===== src/rtl/fetch_unit_pkg.sv =====
// Shared types and constants for the instruction fetch stage.
package fetch_unit_pkg;

  localparam int WORD_W = 32;
  localparam logic [WORD_W-1:0] PC_INC = 32'd1;
  localparam logic [WORD_W-1:0] RESET_PC_DEFAULT = 32'h0;

  typedef struct packed {
    logic [WORD_W-1:0] pc;
    logic [WORD_W-1:0] instr;
  } qEntry_t;

  // RUN: no stale responses pending; DRAIN: discarding pre-redirect responses.
  typedef enum logic {
    RUN   = 1'b0,
    DRAIN = 1'b1
  } fetchState_t;

endpackage


===== src/rtl/fetch_unit_if.sv =====
// Fetch-stage bus: instruction-memory request/response, redirect and decode handshake.
// Handshakes: a request transfers when imem_req & imem_gnt, an instruction transfers when out_valid & out_ready.
interface fetch_unit_if;
  import fetch_unit_pkg::*;

  logic              imem_req;
  logic [WORD_W-1:0] imem_addr;
  logic              imem_gnt;
  logic              imem_rvalid;
  logic [WORD_W-1:0] imem_rdata;
  logic              redirect;
  logic [WORD_W-1:0] redirect_pc;
  logic              out_valid;
  logic              out_ready;
  logic [WORD_W-1:0] out_instr;
  logic [WORD_W-1:0] out_pc;
  logic [WORD_W-1:0] out_next_pc;
  logic              resp_err;

  modport master (
    output imem_req, imem_addr,
    input  imem_gnt, imem_rvalid, imem_rdata,
    input  redirect, redirect_pc,
    output out_valid, out_instr, out_pc, out_next_pc, resp_err,
    input  out_ready
  );

  modport slave (
    input  imem_req, imem_addr,
    output imem_gnt, imem_rvalid, imem_rdata,
    output redirect, redirect_pc,
    input  out_valid, out_instr, out_pc, out_next_pc, resp_err,
    output out_ready
  );
endinterface


===== src/rtl/fetch_queue.sv =====
// Small synchronous FIFO of {pc, instr} pairs; flush empties it in one cycle.
module fetch_queue
  import fetch_unit_pkg::*;
#(
  parameter int DEPTH = 4
) (
  input  logic                     clk,
  input  logic                     rst,
  input  logic                     flush,
  input  logic                     push,
  input  logic [WORD_W-1:0]        pushPc,
  input  logic [WORD_W-1:0]        pushInstr,
  input  logic                     pop,
  output logic [$clog2(DEPTH):0]   count,
  output logic [WORD_W-1:0]        headPc,
  output logic [WORD_W-1:0]        headInstr
);
  localparam int AW = $clog2(DEPTH);
  localparam int CW = AW + 1;

  qEntry_t        mem [DEPTH];
  logic [AW-1:0]  wrPtr;
  logic [AW-1:0]  rdPtr;

  always_ff @(posedge clk) begin
    if (push) begin
      mem[wrPtr] <= '{pc: pushPc, instr: pushInstr};
    end
  end

  // Power-of-two depth lets the pointers wrap naturally.
  always_ff @(posedge clk) begin
    if (rst || flush) begin
      wrPtr <= '0;
      rdPtr <= '0;
      count <= '0;
    end else begin
      if (push) wrPtr <= wrPtr + AW'(1);
      if (pop)  rdPtr <= rdPtr + AW'(1);
      count <= count + CW'(push) - CW'(pop);
    end
  end

  assign headPc    = mem[rdPtr].pc;
  assign headInstr = mem[rdPtr].instr;

endmodule


===== src/rtl/fetch_unit.sv =====
// Instruction fetch stage: credit-limited request issue, in-order response capture
// into a small queue, and redirect flush with discard of stale in-flight responses.
module fetch_unit
  import fetch_unit_pkg::*;
#(
  parameter int               DEPTH    = 4,
  parameter logic [WORD_W-1:0] RESET_PC = RESET_PC_DEFAULT
) (
  input  logic         clk,
  input  logic         rst,
  fetch_unit_if.master bus,
  output fetchState_t  dbgState
);
  localparam int CW = $clog2(DEPTH) + 1;
  localparam int SW = CW + 2;

  logic [WORD_W-1:0] fetchPcQ, fetchPcD;
  logic [WORD_W-1:0] respPcQ, respPcD;
  logic [CW-1:0]     liveQ, liveD;
  logic [CW-1:0]     dropQ, dropD;
  logic              respErrQ, respErrD;
  fetchState_t       stateQ, stateD;

  logic [CW-1:0]     count;
  logic [SW-1:0]     inFlight;
  logic              issue, gntFire, respFire;
  logic              dropResp, accept, spurious;
  logic              push, pop, outValid;
  logic [WORD_W-1:0] headPc, headInstr;

  always_comb begin
    inFlight = SW'(count) + SW'(liveQ) + SW'(dropQ);
    issue    = !rst && !bus.redirect && (inFlight < SW'(DEPTH));
    gntFire  = issue && bus.imem_gnt;
    respFire = !rst && bus.imem_rvalid;
    dropResp = respFire && (dropQ != '0);
    accept   = respFire && (dropQ == '0) && (liveQ != '0);
    spurious = respFire && (dropQ == '0) && (liveQ == '0);
    push     = accept && !bus.redirect;
    outValid = (count != '0) && !bus.redirect && !rst;
    pop      = outValid && bus.out_ready;

    fetchPcD = fetchPcQ;
    respPcD  = respPcQ;
    liveD    = liveQ;
    dropD    = dropQ;
    respErrD = respErrQ || spurious;

    if (bus.redirect) begin
      // Everything still outstanding becomes stale; a response landing now is discarded too.
      fetchPcD = bus.redirect_pc;
      respPcD  = bus.redirect_pc;
      liveD    = '0;
      dropD    = dropQ + liveQ - CW'(dropResp || accept);
    end else begin
      if (gntFire) fetchPcD = fetchPcQ + PC_INC;
      if (push)    respPcD  = respPcQ + PC_INC;
      liveD = liveQ + CW'(gntFire) - CW'(accept);
      dropD = dropQ - CW'(dropResp);
    end

    stateD = (dropD != '0) ? DRAIN : RUN;
  end

  always_ff @(posedge clk) begin
    if (rst) begin
      fetchPcQ <= RESET_PC;
      respPcQ  <= RESET_PC;
      liveQ    <= '0;
      dropQ    <= '0;
      respErrQ <= 1'b0;
      stateQ   <= RUN;
    end else begin
      fetchPcQ <= fetchPcD;
      respPcQ  <= respPcD;
      liveQ    <= liveD;
      dropQ    <= dropD;
      respErrQ <= respErrD;
      stateQ   <= stateD;
    end
  end

  fetch_queue #(.DEPTH(DEPTH)) u_queue (
    .clk       (clk),
    .rst       (rst),
    .flush     (bus.redirect),
    .push      (push),
    .pushPc    (respPcQ),
    .pushInstr (bus.imem_rdata),
    .pop       (pop),
    .count     (count),
    .headPc    (headPc),
    .headInstr (headInstr)
  );

  assign bus.imem_req    = issue;
  assign bus.imem_addr   = fetchPcQ;
  assign bus.out_valid   = outValid;
  assign bus.out_pc      = headPc;
  assign bus.out_instr   = headInstr;
  assign bus.out_next_pc = headPc + PC_INC;
  assign bus.resp_err    = respErrQ;
  assign dbgState        = stateQ;

endmodule

===== src/flat_wrapper.sv =====
// flat-port wrapper written by rule: the top's interface ports become plain ports
module fetch_unit_flat import fetch_unit_pkg::*;
#(
  parameter int               DEPTH    = 4,
  parameter logic [WORD_W-1:0] RESET_PC = RESET_PC_DEFAULT
)
  (clk, rst, dbgState, bus_imem_req, bus_imem_addr, bus_imem_gnt, bus_imem_rvalid, bus_imem_rdata, bus_redirect, bus_redirect_pc, bus_out_valid, bus_out_instr, bus_out_pc, bus_out_next_pc, bus_resp_err, bus_out_ready);
  fetch_unit_if bus_i ();
  input  logic clk;
  input  logic rst;
  output fetchState_t dbgState;
  output wire logic [$bits(bus_i.imem_req)-1:0] bus_imem_req;
  output wire logic [$bits(bus_i.imem_addr)-1:0] bus_imem_addr;
  input wire logic [$bits(bus_i.imem_gnt)-1:0] bus_imem_gnt;
  input wire logic [$bits(bus_i.imem_rvalid)-1:0] bus_imem_rvalid;
  input wire logic [$bits(bus_i.imem_rdata)-1:0] bus_imem_rdata;
  input wire logic [$bits(bus_i.redirect)-1:0] bus_redirect;
  input wire logic [$bits(bus_i.redirect_pc)-1:0] bus_redirect_pc;
  output wire logic [$bits(bus_i.out_valid)-1:0] bus_out_valid;
  output wire logic [$bits(bus_i.out_instr)-1:0] bus_out_instr;
  output wire logic [$bits(bus_i.out_pc)-1:0] bus_out_pc;
  output wire logic [$bits(bus_i.out_next_pc)-1:0] bus_out_next_pc;
  output wire logic [$bits(bus_i.resp_err)-1:0] bus_resp_err;
  input wire logic [$bits(bus_i.out_ready)-1:0] bus_out_ready;
  assign bus_imem_req = bus_i.imem_req;
  assign bus_imem_addr = bus_i.imem_addr;
  assign bus_i.imem_gnt = bus_imem_gnt;
  assign bus_i.imem_rvalid = bus_imem_rvalid;
  assign bus_i.imem_rdata = bus_imem_rdata;
  assign bus_i.redirect = bus_redirect;
  assign bus_i.redirect_pc = bus_redirect_pc;
  assign bus_out_valid = bus_i.out_valid;
  assign bus_out_instr = bus_i.out_instr;
  assign bus_out_pc = bus_i.out_pc;
  assign bus_out_next_pc = bus_i.out_next_pc;
  assign bus_resp_err = bus_i.resp_err;
  assign bus_i.out_ready = bus_out_ready;
  fetch_unit #(.DEPTH(DEPTH), .RESET_PC(RESET_PC)) u_core (.clk(clk), .rst(rst), .bus(bus_i), .dbgState(dbgState));
endmodule

===== config.mk =====
export PLATFORM = sky130hd
export DESIGN_NAME = fetch_unit_flat
export DESIGN_NICKNAME = d
export VERILOG_FILES = /design/src/rtl/fetch_unit_pkg.sv /design/src/rtl/fetch_unit_if.sv /design/src/rtl/fetch_queue.sv /design/src/rtl/fetch_unit.sv /design/src/flat_wrapper.sv
export SDC_FILE = /design/constraint.sdc
export NUM_CORES = 1
export LEC_CHECK = 0
export CELL_PAD_IN_SITES_DETAIL_PLACEMENT = 1
export CELL_PAD_IN_SITES_GLOBAL_PLACEMENT = 2
export CORE_AREA = 4 4 168 236
export DETAILED_ROUTE_END_ITERATION = 8
export DIE_AREA = 0 0 172 240
export PLACE_DENSITY_LB_ADDON = 0.08
export SLEW_MARGIN = 20
export SYNTH_ARGS = -nofsm -noshare
export SYNTH_HDL_FRONTEND = slang
export SYNTH_SLANG_ARGS = --single-unit

===== constraint.sdc =====
create_clock -name clk -period 4.3 [get_ports clk]
set_clock_uncertainty 0.2 [all_clocks]
set_input_delay 0.86 -clock clk [delete_from_list [all_inputs] [get_ports clk]]
set_output_delay 0.86 -clock clk [all_outputs]
set_load 0.05 [all_outputs]

==> reports/metrics.cfg, run 1 <==
[logic_synthesis]
yosysUniqueCellTypes=65
async_flop_share_pct=0
synth_simple_gate_area_share_pct=11.0
yosys.area.top_type=edfxtp_1
syn_avg_cell_area_um2=14.7
muxShareOfSynthArea_pct=10.8
synthTopCellsByArea=edfxtp_1 53%, dfxtp_1 11%, mux4_2 8.4%
synth_top_area_share_pct=53.0
synth_compound_area_share_pct=5.10
syn-cell-area_um2=14500
seq_area_frac_synth_pct=64.2
ys.warnings.count=0
synth_top_family_by_area=simple AND/OR/NAND/NOR gates
synth-edff-count=256
synth_fa_ha_area_share_pct=2.36
synthFlopType=edfxtp_1
syn-num-nets=1084
syn_inst=989
synth_xor_area_share_pct=4.05
ys_seq_elements=337

[sta]
fmax_mhz=242
final.min_clock_period_ns=4.14
fin_crit_sh_pct=96.2
fin_setup_tns_ns=0
slew_violations=0
worst_pin_slew_ns=0.803
final-setup-viol-count=0
setup_ws_ns=0.163
report.final.hold_viol_count=0
slew_headroom_pct=46.2

[critical_path]
critical_path_buf_inv_count=2
timing.rr.end=u_core.bus.imem_addr[18]$_SDFFE_PP0P_
critPathRequiredTime_ns=3.24
cpMaxStageDelayCell=mux4_1
critPathMaxStageDelay_ns=0.66
r2r_setup_slack_ns=0.75
rr_worst_depth=12
crit_top_cell=and4_1
worstPathCellList=buf_8, mux4_1, and4_1, and4_1, nand2_2, nor4_2, xor2_1, buf_12
cp-end-kind=output pin
start_kind=flip-flop
critPathTopFamily=simple AND/OR/NAND/NOR gates
cp.arrival_ns=3.08
crit_fanout=11
reg2reg_from=u_core.liveQ[0]$_SDFF_PP0_
critPathKind=reg2out

[global_routing]
grt_use_total_pct=17.8
grt_pass1_wl_mm=56.6
first_global_vias=9579
antenna_found_initial=0
grt-ovfl-total=0
grt_max_degree=65

[die]
initial_core_util_pct=38.8
rows=84
dieArea_um2=41300
fp.dieW_um=172
die_h_um=240
io_pins=202
core-area_um2=37400

[power_and_ir_drop]
power_switching_mw=1.55
powerDensity_nw_per_um2=378
peakVddDrop_mv=0.207
p_clk_share_pct=42.3
intPower_mw=5.48
p_leak_nw=6.22
seq_power_share_pct=51.6
combPwrFrac_pct=6.1
swShare_pct=22.1

[placed_design]
placed_cell_area_um2=17400
dp.cells=1644
io_buffers=201
place_congestion=0.749
place_ws_ns=0.477
place_hpwl_mm=25.6

[routing]
vias=9095
wire_per_inst_um=21.6
viasPerCell=5.30
postRouteWirelength_mm=37.1
drt_pass1_iterations=7
ant_nets=0
drt_iter0_drc=466
drcViolationCount=0

[cells_and_area]
finish.utilization_pct=49.7
instances_no_fill=1715
diodes=0
area_growth_pct=28.2
final_area_um2=18600
drive_gt1_share_pct=17.1
nets=1314

[clock_network]
clock_path_buffers=3
clk_pin_slew_ns=0.06
cts_sinks=337
postCtsHoldBufs=0
htreeDepth=2
cts_tree=built
cts_buffers=35
root_buffer=clkbuf_16
clock_latency_ns=0.51

[status]
status=completed

[worst_hold_path]
min_path_cells=2
holdPathEnd=u_core.bus.imem_addr[9]$_SDFFE_PP0P_
hold_start=u_core.bus.imem_addr[9]$_SDFFE_PP0P_
holdCritPathClass=reg2reg

[run]
max_cap_violations=0

per-stage QoR:
step / hold slack (ns) / power [mW]
after global placement: 0.300 / 4.12
after global routing: 0.343 / 7.31
after CTS: 0.317 / 7.13
after detailed placement: 0.303 / 4.13
after floorplan: 0.281 / 3.92
final: 0.317 / 7.03
registers in the layout (all words and copies together) (netlist names), named ones only:
name and count:
u_core.respPcQ 32, u_core.bus.resp_err 1, u_core.u_queue.mem 256, u_core.bus.imem_addr 32
u_core.u_queue.count 3, u_core.dbgState 1, u_core.liveQ 3, u_core.u_queue.wrPtr 2
u_core.u_queue.rdPtr 2, u_core.dropQ 3
synth_stat cells (20+ instances only):
library cell  instances
a21oi_1              31
inv_1                32
nand3_1              36
nand2_1              54
nor2_1               72
nand4_1              30
xor2_1               28
a31oi_1              20
clkbuf_1             22
dfxtp_1              81
xnor2_1              39
mux4_2               54
ha_1                 21
o21ai_0              20
edfxtp_1            256
worst max path at each step:
stage / to / slack, ns / depth (start not counted)
2_1_floorplan: bus_out_next_pc[28] / 0.03 / 9
3_3_place_gp: bus_out_next_pc[28] / 0.53 / 7
3_5_place_dp: bus_out_next_pc[31] / 0.48 / 8
4_1_cts: bus_out_next_pc[27] / 0.02 / 8
5_1_grt: bus_out_next_pc[29] / -0.01 / 8
6_report: bus_out_next_pc[29] / 0.16 / 8
timing repair:
action / CTS / global route
gates resized for setup: 1 / 8
endpoints found under the setup margin: 7 / 11
buffers inserted: 1 / 10
pin swaps: 0 / 2
cell usage in the layout, fill, tap and decap left out, types with 6 or more instances in the layout:
cell type,synthesis,final
a211oi_1,6,6
a21boi_0,14,14
a21oi_1,31,31
a31oi_1,20,20
and2_1,14,14
and3_1,13,9
and4_1,9,9
buf_12,1,28
buf_4,2,35
clkbuf_1,22,7
clkbuf_16,0,37
clkdlybuf4s50_1,0,169
clkinv_1,0,6
dfxtp_1,81,79
edfxtp_1,256,256
ha_1,21,21
inv_1,32,31
mux2_2,6,6
mux4_1,10,7
mux4_2,54,57
nand2_1,54,54
nand3_1,36,35
nand4_1,30,30
nor2_1,72,71
nor3_1,16,16
nor4_1,7,7
o21ai_0,20,20
or3_1,11,11
xnor2_1,39,34
xor2_1,28,28
worst reg2reg max path, cell delays in order, from the launching register on:
cell and delay (ns):
dfxtp_1 0.34, ha_1 0.21, fa_1 0.38, xor2_1 0.16, ha_1 0.18, or4_1 0.55
a2111oi_4 0.30, nand2_2 0.11, inv_2 0.17, buf_4 0.28, nand2_1 0.12, or3_1 0.33
a31oi_1 0.15
kinds of logic (layout without fill, tap and decap cells):
logic type | after synthesis | count (layout)
fa+ha+maj | 25 | 25
flops | 337 | 337
mux | 72 | 72
simple gates | 296 | 296
xor+xnor | 67 | 67
compound gates | 114 | 114
buf+inv | 78 | 331
power by group through the flow:
stage	Sequential [mW]	Clock, mW	Combinational (mW)
floorplan	3.75	0	0.166
global placement	3.70	0	0.426
detailed placement	3.70	0	0.431
CTS	3.63	3.07	0.436
global route	3.64	3.20	0.468
finish	3.63	2.98	0.427
metal layers:
| layer | global-route usage, % | share of wire, % | vias to the layer above |
|---|---|---|---|
| met5 | 0 | 0 | - |
| met2 | 31.5 | 51 | 207 |
| met1 | 22.7 | 42 | 4593 |
| li1 | - | - | 4248 |
| met4 | 4.27 | 2.0 | 0 |
| met3 | 2.99 | 4.5 | 47 |
cell type report:
| cell class | count | area (µm²) |
|---|---|---|
| tap | 473 | 592 |
| multi-input combinational | 574 | 4880 |
| inverter | 35 | 131 |
| clock buffer | 44 | 952 |
| clock inverter | 16 | 166 |
| timing repair buffer | 236 | 2550 |
| sequential | 337 | 9320 |
| fill | 3701 | 18800 |
(Power assumes the default switching activity.)
==> inputs of run 2 (changes only) <==
Settings changed: CORE_AREA 4 4 168 236 to 5 5 169 237, DIE_AREA 0 0 172 240 to 0 0 174 242, SLEW_MARGIN 20 to not set.
==> reports/metrics.cfg, run 2 (synthesized netlist as in run 1, its figures left out) <==
[status]
status=completed  ; unchanged

[placed_design]
place_hpwl_mm=24.7  ; was 25.6 mm
dp.cells=1645  ; was 1644
place_ws_ns=0.471  ; was 0.477 ns
place_congestion=0.744  ; was 0.749
io_buffers=201  ; unchanged

[run]
max_cap_violations=0  ; unchanged

[critical_path]
crit_fanout=6  ; was 11
critPathKind=reg2out  ; unchanged
cp.arrival_ns=3.12  ; was 3.08 ns
start_kind=flip-flop  ; unchanged
r2r_setup_slack_ns=0.82  ; was 0.75 ns
critPathRequiredTime_ns=3.24  ; about the same
cp-end-kind=output pin  ; unchanged
rr_worst_depth=12  ; unchanged

[routing]
wire_per_inst_um=21.7  ; was 21.6 µm
viasPerCell=5.27  ; was 5.30
postRouteWirelength_mm=37.2  ; was 37.1 mm
vias=9046  ; was 9095
drt_pass1_iterations=4  ; was 7
drcViolationCount=0  ; unchanged
drt_iter0_drc=426  ; was 466
ant_nets=0  ; unchanged

[clock_network]
clock_path_buffers=3  ; unchanged
cts_buffers=36  ; was 35
cts_tree=built  ; unchanged
cts_sinks=337  ; unchanged
postCtsHoldBufs=0  ; unchanged
clock_latency_ns=0.53  ; was 0.51 ns
root_buffer=clkbuf_16  ; unchanged
htreeDepth=2  ; unchanged
clk_pin_slew_ns=0.06  ; about the same

[global_routing]
first_global_vias=9849  ; was 9579
grtUsageMet3_pct=3.47  ; was 2.99%
antenna_found_initial=0  ; unchanged
grt_use_total_pct=17.6  ; was 17.8%
grt_pass1_wl_mm=58.4  ; was 56.6 mm
grt_max_degree=65  ; unchanged
met1_usage_pct=22.2  ; was 22.7%
globalRouteMet2Util_pct=31.3  ; was 31.5%
grt-ovfl-total=0  ; unchanged
grt-busiest-layer=met2  ; unchanged

[power_and_ir_drop]
finalPower_mw=7.26  ; was 7.03 mW
powerDensity_nw_per_um2=390  ; was 378 nW/µm²
peakVddDrop_mv=0.220  ; was 0.207 mV
p_leak_nw=6.22  ; about the same

[sta]
final.min_clock_period_ns=4.18  ; was 4.14 ns
worst_pin_slew_ns=1.07  ; was 0.803 ns
fin_crit_sh_pct=97.3  ; was 96.2%
rsz0062_at_grt=yes
setup_ws_ns=0.115  ; was 0.163 ns
final-setup-viol-count=0  ; unchanged
fmax_mhz=239  ; was 242 MHz
report.final.hold_viol_count=0  ; unchanged
slew_violations=0  ; unchanged
slew_headroom_pct=28.7  ; was 46.2%
fin_setup_tns_ns=0  ; unchanged

[cells_and_area]
nets=1307  ; was 1314
final_common_cell=edfxtp_1  ; unchanged
largest_register_ffs=256  ; unchanged
instances_no_fill=1717  ; was 1715
finish.utilization_pct=49.2  ; was 49.7%
diodes=0  ; unchanged
area_growth_pct=28.5  ; was 28.2%
largest-register=u_core.u_queue.mem  ; unchanged
nFillCells=3773  ; was 3701
drive_gt1_share_pct=16.7  ; was 17.1%
final_cell_mix=256 x edfxtp_1, 169 x clkdlybuf4s50_1, 79 x dfxtp_1, 72 x nor2_1, 55 x mux4_2  ; was 256 x edfxtp_1, 169 x clkdlybuf4s50_1, 79 x dfxtp_1, 71 x nor2_1, 57 x mux4_2

[worst_hold_path]
holdCritPathClass=reg2reg  ; unchanged
min_path_cells=2  ; unchanged

[die]
rows=85  ; was 84
die_h_um=242  ; was 240 µm
fp.dieW_um=174  ; was 172 µm
io_pins=202  ; unchanged
core-area_um2=37900  ; was 37400 µm²
initial_core_util_pct=38.3  ; was 38.8%
dieArea_um2=42100  ; was 41300 µm²

==> run 2: stage by stage <==
step	hold slack, ns	instance area [µm²]
finish	0.330	18600
global route	0.363	18600
CTS	0.331	18600
detailed placement	0.311	17300
global placement	0.301	17300
floorplan	0.281	14500
==> run 2: critical path: stages, from the launching register on <==
cell and delay (ns):
dfxtp_4 0.37, buf_4 0.14, mux4_1 0.39, ha_2 0.22, nand4_1 0.16, or4_4 0.54
buf_12 0.17, nor3_2 0.12, xor2_1 0.30, buf_12 0.18
==> run 2: routing by layer <==
layer,wire (µm),share of wire (%),vias up
met4,641,1.7,0
li1,-,-,4241
met3,1810,4.9,44
met5,0,0,-
met2,19100,51,224
met1,15600,42,4537
==> run 2: layout make-up <==
| class | count | area [µm²] | share of cell area (%) |
|---|---|---|---|
| Timing Repair Buffer | 228 | 2490 | 13.4 |
| Inverter | 35 | 131 | 0.705 |
| Tap cell | 478 | 598 | 3.21 |
| Clock inverter | 21 | 250 | 1.34 |
| Clock buffer | 44 | 973 | 5.22 |
| Multi-Input combinational cell | 574 | 4870 | 26.1 |
| Sequential cell | 337 | 9320 | 50.0 |
==> run 2: final timing paths <==
path                                                 to                            startpoint
hold / removal     u_core.u_queue.rdPtr[1]$_SDFFE_PP0P_  u_core.u_queue.rdPtr[1]$_SDFFE_PP0P_
hold reg to reg    u_core.u_queue.rdPtr[1]$_SDFFE_PP0P_  u_core.u_queue.rdPtr[1]$_SDFFE_PP0P_
setup / recovery                    bus_out_next_pc[18]                             flip-flop
setup reg to reg  u_core.bus.imem_addr[18]$_SDFFE_PP0P_            u_core.liveQ[0]$_SDFF_PP0_
==> run 2: what timing repair did <==
action,4_1_cts,5_1_grt
buffers inserted,1,6
endpoints found under the setup margin,7,10
resized for setup,2,3
pin swaps,0,1
==> run 2: power by group <==
| group | internal (mW) | switching, mW | leakage, nW | total [mW] |
|---|---|---|---|---|
| clock network | 1.92 | 1.29 | 0.589 | 3.21 |
| registers | 3.55 | 0.0772 | 2.99 | 3.63 |
| logic | 0.176 | 0.251 | 2.64 | 0.428 |
==> inputs of run 3 (changes only) <==
Settings changed: CORE_AREA 5 5 169 237 to 5 5 199 201, DIE_AREA 0 0 174 242 to 0 0 204 206.
==> reports/metrics.cfg, run 3 (synthesized netlist as in run 1, its figures left out) <==
[status]
status=completed  ; unchanged

[worst_hold_path]
min_path_cells=2  ; unchanged
holdCritPathClass=reg2reg  ; unchanged
hold_start=u_core.bus.resp_err$_SDFF_PP0_  ; was u_core.u_queue.rdPtr[1]$_SDFFE_PP0P_
holdPathEnd=u_core.bus.resp_err$_SDFF_PP0_  ; was u_core.u_queue.rdPtr[1]$_SDFFE_PP0P_

[global_routing]
grtUsageMet3_pct=2.95  ; was 3.47%
first_global_vias=9576  ; was 9849
antenna_found_initial=0  ; unchanged
met1_usage_pct=24.8  ; was 22.2%
grt-ovfl-total=0  ; unchanged
grt_use_total_pct=17.5  ; was 17.6%
grt_max_degree=65  ; unchanged
grt_pass1_wl_mm=57.4  ; was 58.4 mm
grt-busiest-layer=met2  ; unchanged
globalRouteMet2Util_pct=28.6  ; was 31.3%

[critical_path]
cp-end-kind=output pin  ; unchanged
crit_fanout=13  ; was 6
cp.arrival_ns=3.07  ; was 3.12 ns
rr_worst_depth=11  ; was 12
critPathRequiredTime_ns=3.24  ; about the same
start_kind=flip-flop  ; unchanged
r2r_setup_slack_ns=0.83  ; was 0.82 ns
reg2reg_from=u_core.u_queue.count[0]$_SDFF_PP0_  ; was u_core.liveQ[0]$_SDFF_PP0_
timing.rr.end=u_core.bus.imem_addr[21]$_SDFFE_PP0P_  ; was u_core.bus.imem_addr[18]$_SDFFE_PP0P_
critPathKind=reg2out  ; unchanged

[cells_and_area]
final_common_cell=edfxtp_1  ; unchanged
final_cell_mix=256 x edfxtp_1, 169 x clkdlybuf4s50_1, 79 x dfxtp_1, 72 x nor2_1, 57 x mux4_2  ; was 256 x edfxtp_1, 169 x clkdlybuf4s50_1, 79 x dfxtp_1, 72 x nor2_1, 55 x mux4_2
largest-register=u_core.u_queue.mem  ; unchanged
instances_no_fill=1742  ; was 1717
nets=1302  ; was 1307
area_growth_pct=28.0  ; was 28.5%
final_area_um2=18600  ; about the same
drive_gt1_share_pct=16.3  ; was 16.7%
diodes=0  ; unchanged
largest_register_ffs=256  ; unchanged

[die]
initial_core_util_pct=38.8  ; was 38.3%
io_pins=202  ; unchanged
core-area_um2=37400  ; was 37900 µm²
rows=71  ; was 85
fp.dieW_um=204  ; was 174 µm
die_h_um=206  ; was 242 µm
dieArea_um2=42000  ; was 42100 µm²

[sta]
report.final.hold_viol_count=0  ; unchanged
worst_pin_slew_ns=1.13  ; was 1.07 ns
final-setup-viol-count=0  ; unchanged
final.min_clock_period_ns=4.13  ; was 4.18 ns
fmax_mhz=242  ; was 239 MHz
rsz0062_at_grt=yes  ; unchanged
slew_headroom_pct=24.2  ; was 28.7%
fin_crit_sh_pct=96.0  ; was 97.3%
slew_violations=0  ; unchanged

[clock_network]
clock_latency_ns=0.51  ; was 0.53 ns
postCtsHoldBufs=0  ; unchanged
root_buffer=clkbuf_16  ; unchanged
cts_sinks=337  ; unchanged
cts_buffers=38  ; was 36
clock_path_buffers=3  ; unchanged
cts_tree=built  ; unchanged
clk_pin_slew_ns=0.06  ; about the same
htreeDepth=2  ; unchanged

[routing]
wire_per_inst_um=21.4  ; was 21.7 µm
drt_iter0_drc=345  ; was 426
drcViolationCount=0  ; unchanged
ant_nets=0  ; unchanged
drt_pass1_iterations=4  ; unchanged
viasPerCell=5.18  ; was 5.27
postRouteWirelength_mm=37.2  ; about the same
vias=9026  ; was 9046

[placed_design]
dp.cells=1677  ; was 1645
place_hpwl_mm=25.2  ; was 24.7 mm
io_buffers=201  ; unchanged
placed_cell_area_um2=17300  ; about the same
place_congestion=0.750  ; was 0.744

[run]
max_cap_violations=0  ; unchanged

[power_and_ir_drop]
p_leak_nw=6.17  ; was 6.22 nW
peakVddDrop_mv=0.214  ; was 0.220 mV
powerDensity_nw_per_um2=387  ; was 390 nW/µm²

==> run 3: changes by cell type in the layout (fill, tap and decap cells not counted), sizes merged <==
cell and change:
bufinv -2, clkbuf +5, inv +1, buf -7
clkinv -5
==> run 3: worst max path at each step <==
stage | start | endpoint | slack [ns] | depth (start not counted)
after detailed placement | flip-flop | bus_out_next_pc[28] | 0.46 | 8
after CTS | flip-flop | bus_out_next_pc[27] | 0.04 | 8
final | flip-flop | bus_out_next_pc[22] | 0.17 | 8
after global placement | flip-flop | bus_out_next_pc[22] | 0.52 | 8
after global routing | flip-flop | bus_out_next_pc[31] | -0.007 | 8
after floorplan | flip-flop | bus_out_next_pc[28] | 0.03 | 9
==> run 3: per-stage QoR <==
stage                     utilization [%]  power (mW)  worst slack (ns)  hold WS [ns]  setup TNS, ns
after detailed placement             46.4        4.13             0.464         0.321              0
after floorplan                         -        3.92            0.0280         0.281              0
after global placement               46.4        4.12             0.524         0.300              0
final                                49.6        7.18             0.173         0.315              0
after global routing                 49.6        7.46          -0.00705         0.354       -0.00705
after CTS                            49.6        7.28            0.0416         0.334              0
==> run 3: timing repair <==
| item | in CTS | in global routing |
|---|---|---|
| endpoints found under the setup margin | 6 | 8 |
| gates resized for setup | 1 | 7 |
| setup buffers | 1 | 0 |
| pin swaps | 0 | 3 |
==> run 3: critical path, stage by stage, from the launching register on <==
cell,delay [ns]
dfxtp_4,0.51
buf_8,0.23
mux4_2,0.33
nand4_1,0.18
or4_4,0.55
nor2_4,0.17
nand4_1,0.17
xnor2_2,0.24
buf_12,0.17
==> run 3: final cells by class <==
| type | instances | area [µm²] |
|---|---|---|
| Clock buffer | 49 | 1040 |
| Clock inverter | 15 | 158 |
| Fill cell | 3705 | 18800 |
| Inverter | 35 | 131 |
| Multi-Input combinational cell | 574 | 4860 |
| Sequential cell | 337 | 9320 |
| Tap cell | 511 | 639 |
| Timing Repair Buffer | 221 | 2420 |
==> run 3: routing by layer <==
metal,wire length (µm),share of wire [%]
met1,17300,46
met3,1710,4.6
met4,653,1.8
met2,17600,47
met5,0,0
==> run 3: report_power, final <==
part	internal [mW]	total [mW]	switching, mW
Combinational	0.176	0.429	0.253
Clock	1.88	3.12	1.23
Sequential	3.55	3.63	0.0811
Total	5.61	7.18	1.57
